[config.mk]
export PLATFORM = sky130hd
export DESIGN_NAME = byte_lane_write_sequencer
export DESIGN_NICKNAME = d
export VERILOG_FILES = /design/src/rtl/byte_lane_write_sequencer.sv
export SDC_FILE = /design/constraint.sdc
export NUM_CORES = 1
export LEC_CHECK = 0
export ABC_AREA = 1
export BUFFER_PORTS_ARGS = -buffer_cell sky130_fd_sc_hd__buf_2
export CORE_ASPECT_RATIO = 0.7
export CORE_MARGIN = 5
export CORE_UTILIZATION = 25
export DETAILED_ROUTE_END_ITERATION = 10
export HOLD_SLACK_MARGIN = 0.1
export SLEW_MARGIN = 20
export SYNTH_ARGS = -nofsm -noshare
export SYNTH_HDL_FRONTEND = slang
export SYNTH_SLANG_ARGS = --single-unit
[constraint.sdc]
create_clock -name clock -period 4.1 [get_ports clock]
set_clock_uncertainty 0.2 [all_clocks]
set_input_delay 0.205 -clock clock [delete_from_list [all_inputs] [get_ports clock]]
set_output_delay 0.205 -clock clock [all_outputs]
set_load 0.005 [all_outputs]
[src/rtl/byte_lane_write_sequencer.sv]
// byte_lane_write_sequencer: feeds a masked 32-bit word to a one-lane-per-clock byte register,
// driving each selected lane in ascending order for HOLD_CYCLES clocks, then pulsing done.
module byte_lane_write_sequencer #(
    parameter int HOLD_CYCLES = 1
) (
    input  logic        clock,
    input  logic        reset,
    input  logic        in_valid,
    output logic        in_ready,
    input  logic [31:0] in_data,
    input  logic [3:0]  in_mask,
    output logic [1:0]  reg_byteenable,
    output logic [31:0] reg_d,
    output logic        lane_active,
    output logic        busy,
    output logic        done
);
    if (HOLD_CYCLES < 1) begin : g_hold_check
        $error("HOLD_CYCLES must be at least 1");
    end

    localparam int CW = HOLD_CYCLES > 1 ? $clog2(HOLD_CYCLES) : 1;
    localparam logic [CW-1:0] LAST = CW'(HOLD_CYCLES - 1);

    typedef enum logic [1:0] {IDLE, ISSUE, DONE} state_t;

    state_t        state;
    logic [3:0]    mask_q;
    logic [CW-1:0] cnt;
    logic [1:0]    first, nxt;
    logic          has_nxt;

    assign in_ready = (state == IDLE) && reset;

    // The current lane lives in reg_byteenable itself; search upward from it.
    always_comb begin
        first = 2'd0;
        nxt = 2'd0;
        has_nxt = 1'b0;
        for (int i = 3; i >= 0; i--) begin
            if (in_mask[i]) first = 2'(i);
            if (mask_q[i] && 2'(i) > reg_byteenable) begin
                nxt = 2'(i);
                has_nxt = 1'b1;
            end
        end
    end

    always_ff @(posedge clock or negedge reset) begin
        if (!reset) begin
            state <= IDLE;
            mask_q <= 4'd0;
            cnt <= '0;
            reg_byteenable <= 2'd0;
            reg_d <= 32'd0;
            lane_active <= 1'b0;
            busy <= 1'b0;
            done <= 1'b0;
        end else begin
            case (state)
                IDLE: if (in_valid) begin
                    mask_q <= in_mask;
                    cnt <= '0;
                    busy <= 1'b1;
                    if (|in_mask) begin
                        state <= ISSUE;
                        reg_byteenable <= first;
                        reg_d <= in_data;
                        lane_active <= 1'b1;
                    end else begin
                        state <= DONE;
                        done <= 1'b1;
                    end
                end
                ISSUE: if (cnt == LAST) begin
                    cnt <= '0;
                    if (has_nxt) reg_byteenable <= nxt;
                    else begin
                        state <= DONE;
                        lane_active <= 1'b0;
                        done <= 1'b1;
                    end
                end else cnt <= cnt + CW'(1);
                default: begin
                    state <= IDLE;
                    done <= 1'b0;
                    busy <= 1'b0;
                end
            endcase
        end
    end
endmodule
# After elaboration in Yosys (flattened, before gate mapping)
# Cells that the tools add are included.
# totals
elab_cells,74
regBits,44
in_bits,39
out_inout_bits,38
# op_classes
n_reduce_logical,16
n_eq_ne,7
add_sub_neg,1
n_lt_le_gt_ge,4
n_bitwise,1
mux,37
# ops
op,n
two-way mux 2 bit,16
two-way mux 1 bit,15
"!= test 2 bit, second input constant",5
AND reduction 5 bit,2
case mux 1 bit (2 select lines),4
case mux 2 bit (2 select lines),2
AND reduction 2 bit,3
AND reduction 3 bit,2
logical AND 1 bit,5
"> comparator 1 x 2 -> 1 bit, first input constant",2
"> comparator 2 bit, first input constant",2
AND reduction 4 bit,1
OR reduction 4 bit,1
"equality test 2 x 1 -> 1 bit, second input constant",1
zero test 2 bit,1
"!= test 2 x 1 -> 1 bit, second input constant",1
nonzero test 2 bit,1
"adder 1 bit, second input constant",1
NOT 1 bit,1

# Logic depth before layout (Yosys ltp)
# logic_depth
depth_word,9
depth_mapped,7
mapped_depth_nobuf,7

# Worst setup path before layout
# Ideal clock, no wire load.
# synth_timing
path_type,reg-to-reg
from,register state[0]
to,register mask_q[1]
setup_slack_ns,2.731
path_buffers,0
synth_period_minus_slack_ns,1.369
t_required_ns,3.775
setup_ns,0.125
arrival_ns,1.044
stages_incl_launch_ff,5
cell_sequence,dfrtp_1 nor2_2 inv_2 nor2_8 mux2_2
# synth_via
elab_chain_len,2
# synth_lines
item,line,rtl
from (decl),27,state_t state;
from (signal assigned),51,state <= IDLE;
from (signal assigned),66,state <= ISSUE;
from (signal assigned),71,state <= DONE;
zero test 2 bit,60,case (state)
AND reduction 2 bit (no line),--,
to (signal assigned),62,mask_q <= in_mask;
to (decl),28,logic [3:0] mask_q;
# No other way between the ends.
# A chain may end at the register's enable or synchronous reset.

# Final worst setup path
# layout_timing
from,input in_mask[3]
to,register reg_byteenable[0]
# layout_via
elab_chain_len,7
elab_cells_between_ends,10
cone_classes,eq/ne (1); mux (7); reduce/logical (2)
# layout_lines
item,line,rtl
from (decl),11,"input logic [3:0] in_mask,"
two-way mux 2 bit (4 in a row),41,if (in_mask[i]) first = 2'(i);
two-way mux 2 bit,65,if (|in_mask) begin
two-way mux 2 bit,61,IDLE: if (in_valid) begin
case mux 2 bit (2 select lines),60,
to (signal assigned),67,reg_byteenable <= first;
to (signal assigned),77,if (has_nxt) reg_byteenable <= nxt;
to (decl),12,"output logic [1:0] reg_byteenable,"
# Parallel ways exist; a longest one is shown, timed or not. The select of a mux whose other input is x is not followed.

==> results.txt <==
For the finished layout, the period the worst path requires is 2.29 ns. The number of enable-type register cells in the synthesized netlist was 0. The number of pins exceeding their max-slew limit in the final report is 0, and the area of the core is 6850 um2.

The floorplan step set the die height to 80.8 um. The HPWL after detailed placement is 3.24 mm, and the mean instance size in the synthesized netlist is 8.81 um2. For this run, the share of the core covered by cells in the final layout is 39.4%.

Entering global routing, the biggest net connects 44 pins. The clock transition time at the flip-flop clock pins of the worst setup and hold paths was 0.08 ns. The tools report the worst-skew pair later-pin latency as 0.28 ns. Summed over all instances, the cell type with the most area after synthesis is dfrtp_1. The area enclosed by the die boundary was 8980 um2. For this run, the post-layout net count is 354. Measured in cells, the most critical reg-to-reg path has a length of 7. Setup slack closes at 1.81 ns. The detailed router placed 1679 vias in this run. The tools report the first element of the critical path as in_mask[3]. Summing all multi-input logic gate instances after layout gives 639 um2. At the worst endpoint, the required time is 4.08 ns.

The library cell used most frequently in the layout, excluding fill and tap cells, is nand2_1. Setup violations remaining at the end of the flow were counted as 0. Startpoint class of the critical path: a primary input. Across all register-to-register paths, the minimum setup slack is 2.13 ns. The post-CTS setup repair buffer count is 0, and the maximum level of the CTS H-tree is 2. By area the synthesized netlist is led by dfrtp_1, nand2_1, nand3_1. After synthesis the cells add up to 1790 um2. The logs give 2700 um2 for the final standard cell area without fillers and 0 ns for the post-route setup TNS.

The floorplan die width was 111 um; the maximum vdd drop was 0.000194 V. The tools report the global placer's final weighted congestion as 0.804. The number of I/O port buffers is 76, and the worst-path maximum fanout is 36. Origin of the critical flop-to-flop path: state[0]. Sequential cells were found to cover 58.7% of the synthesized design area. Leaving out filler cells and counting taps, the final layout contains 410. The root cell of the clock tree was clkbuf_8. The top cell types in the final layout, fill and taps aside, are nand2_1, buf_2, nand3_1, dfrtp_1, dlygate4sd3_1.

The synthesis-stage register bit count was 42. The tools report the kind of end point of the critical path as a flip-flop. The number of nets with antenna violations after detailed routing came out at 0. The tools report the cell area after placement as 2230 um2. The largest single stage delay on the critical path is 0.53 ns.

Counting the buffers created by CTS gives 5. For the pin with the worst max-slew slack, the measured transition is 0.660 ns. For this run the aggregate overflow at the end of global routing stands at 0.

The sequential cells in the finished layout cover a total of 1050 um2. Number of global-route vias before repair: 1607. The logs give 0 for the residual DRC count and 10.9% for the overall global routing resource usage. The worst pin sits at a relative slew slack of 55.9%. Site row count: 25. Setup repair after global routing left no endpoint under its margin. Counting every sink on the clock net gives 42.

The first detailed-routing pass ran for 4 iterations. The layout has 722 filler cells. The count of final hold-check violations was 0; the number of diodes added for antenna fixing was 0. TritonCTS built the clock tree. After clock tree synthesis, the repair step resized 0 gates. The tools report the number of warning messages in the yosys log as 0. After detailed routing, the total wire length is 4.78 mm.

The critical path contains buffers and inverters numbering 2 combined. In this design, the critical path's most frequently occurring cell is nand2_2. For the net count of the mapped netlist, the log shows 242. The initial utilization of the core area, before any placement, comes to 26.1%.

Cell class contributing the biggest share of worst-path delay: simple AND/OR/NAND/NOR gates. The share of the synthesized area in the top cell type works out to 58.7%. The average wire per standard cell is 11.7 um, and the number of buffers added to fix hold violations after cts is 38.

Including well taps, the total number of placed cells is 364. For this block, the initial DRC count from the detailed router was 55. Across the run, the number of max-cap violations was 0. The design draws 1.65 mW. Yosys mapped the design onto 16 distinct sky130hd cell types.

Walking the worst path, the cells encountered are dlygate4sd3_1 -> buf_2 -> nor2_1 -> nand2_2 -> nand2_4 -> nand2_2 -> nand3_1 -> nand2_1. Worst hold path class: in -> async. The initial antenna violation count came out at 0.

Static timing analysis puts the maximum clock frequency at 437 MHz. The critical path class was in -> reg. The worst path uses 55.8% of the clock period.

No sink is reached through more buffers than the 2 on the longest clock path. From synthesis to final layout, the design area changed by 50.9%. The run gives 2.07 ns as the pre-CTS setup slack.

The reg-to-reg critical path endpoint is reg_byteenable[0]. 77 I/O pins were placed. The worst-case hold slack is 0.244 ns, and the data arrival at the endpoint of the critical path is 2.27 ns.

The first global-routing pass estimated 7.91 mm of wire. Synthesis produced 203 cells. The slowest stage of the critical path is the dlygate4sd3_1 cell.

The run finished with clean final reports. Power spread over the standard cell area amounts to 612 nW/um2. The fraction of synthesis flops using an asynchronous set or reset pin was 100%; the vias per cell was 4.10.

The ratio of cells with drive above 1 in the final layout was 28.8%. The commonest register cell after synthesis is dfrtp_1. The analysis attributes to cell leakage a power of 1.48 nW.
==> cells by family after synthesis <==
family | Yosys count | synth area share (%)
AND/OR/NAND/NOR | 134 | 32.8
flip-flops | 42 | 58.7
buffers and inverters | 19 | 5.52
AO/OA/AOI/OAI | 6 | 1.68
multiplexers | 2 | 1.26
==> state kept, by name, indices dropped and copies added (netlist names) <==
register	cells
busy	1
reg_byteenable	2
lane_active	1
mask_q	3
reg_d	32
state	2
done	1
==> where the power goes <==
| part | switching (mW) | total, mW | internal, mW |
|---|---|---|---|
| combinational | 0.365 | 0.655 | 0.290 |
| clock | 0.137 | 0.273 | 0.136 |
| sequential | 0.112 | 0.724 | 0.612 |
| total | 0.614 | 1.65 | 1.04 |
==> worst max path at each step <==
stage               cells past startpoint  slack [ns]                 to
floorplan                               4        2.73          mask_q[1]
global placement                        7        2.11  reg_byteenable[0]
detailed placement                      7        2.07  reg_byteenable[0]
CTS                                     5        1.80           in_ready
global route                            8        1.62  reg_byteenable[0]
finish                                  8        1.81  reg_byteenable[0]
==> worst register-to-register path: stages, from the launching register on <==
cell and delay [ns]:
dfrtp_1 0.39, nor2_2 0.14, inv_2 0.09, nor2_8 0.40
nand2_4 0.35, nand2_2 0.20, nand3_1 0.08, nand2_1 0.06
==> per-layer routing <==
metal	global-route usage, %	wire (um)
met5	0	0
met4	2.92	31
met3	4.10	342
met2	15.9	2060
met1	15.3	2350
==> cell type report <==
| cell class | count | share of cell area, % |
|---|---|---|
| well taps | 94 | 4.36 |
| flip-flops and latches | 42 | 38.9 |
| inverters | 10 | 1.39 |
| repair buffers | 114 | 28.3 |
| multi-input cells | 142 | 23.7 |
| clock inverters | 1 | 0.185 |
| clock buffers | 7 | 3.20 |
==> Yosys cell counts (2+ instances only) <==
cell type	instances
a21oi_1	2
buf_1	2
buf_2	4
buf_6	3
dfrtp_1	42
inv_1	9
mux2_2	2
nand2_1	81
nand2_2	2
nand3_1	42
nor2_1	6
o21ai_0	4
(Power assumes the default switching activity.)
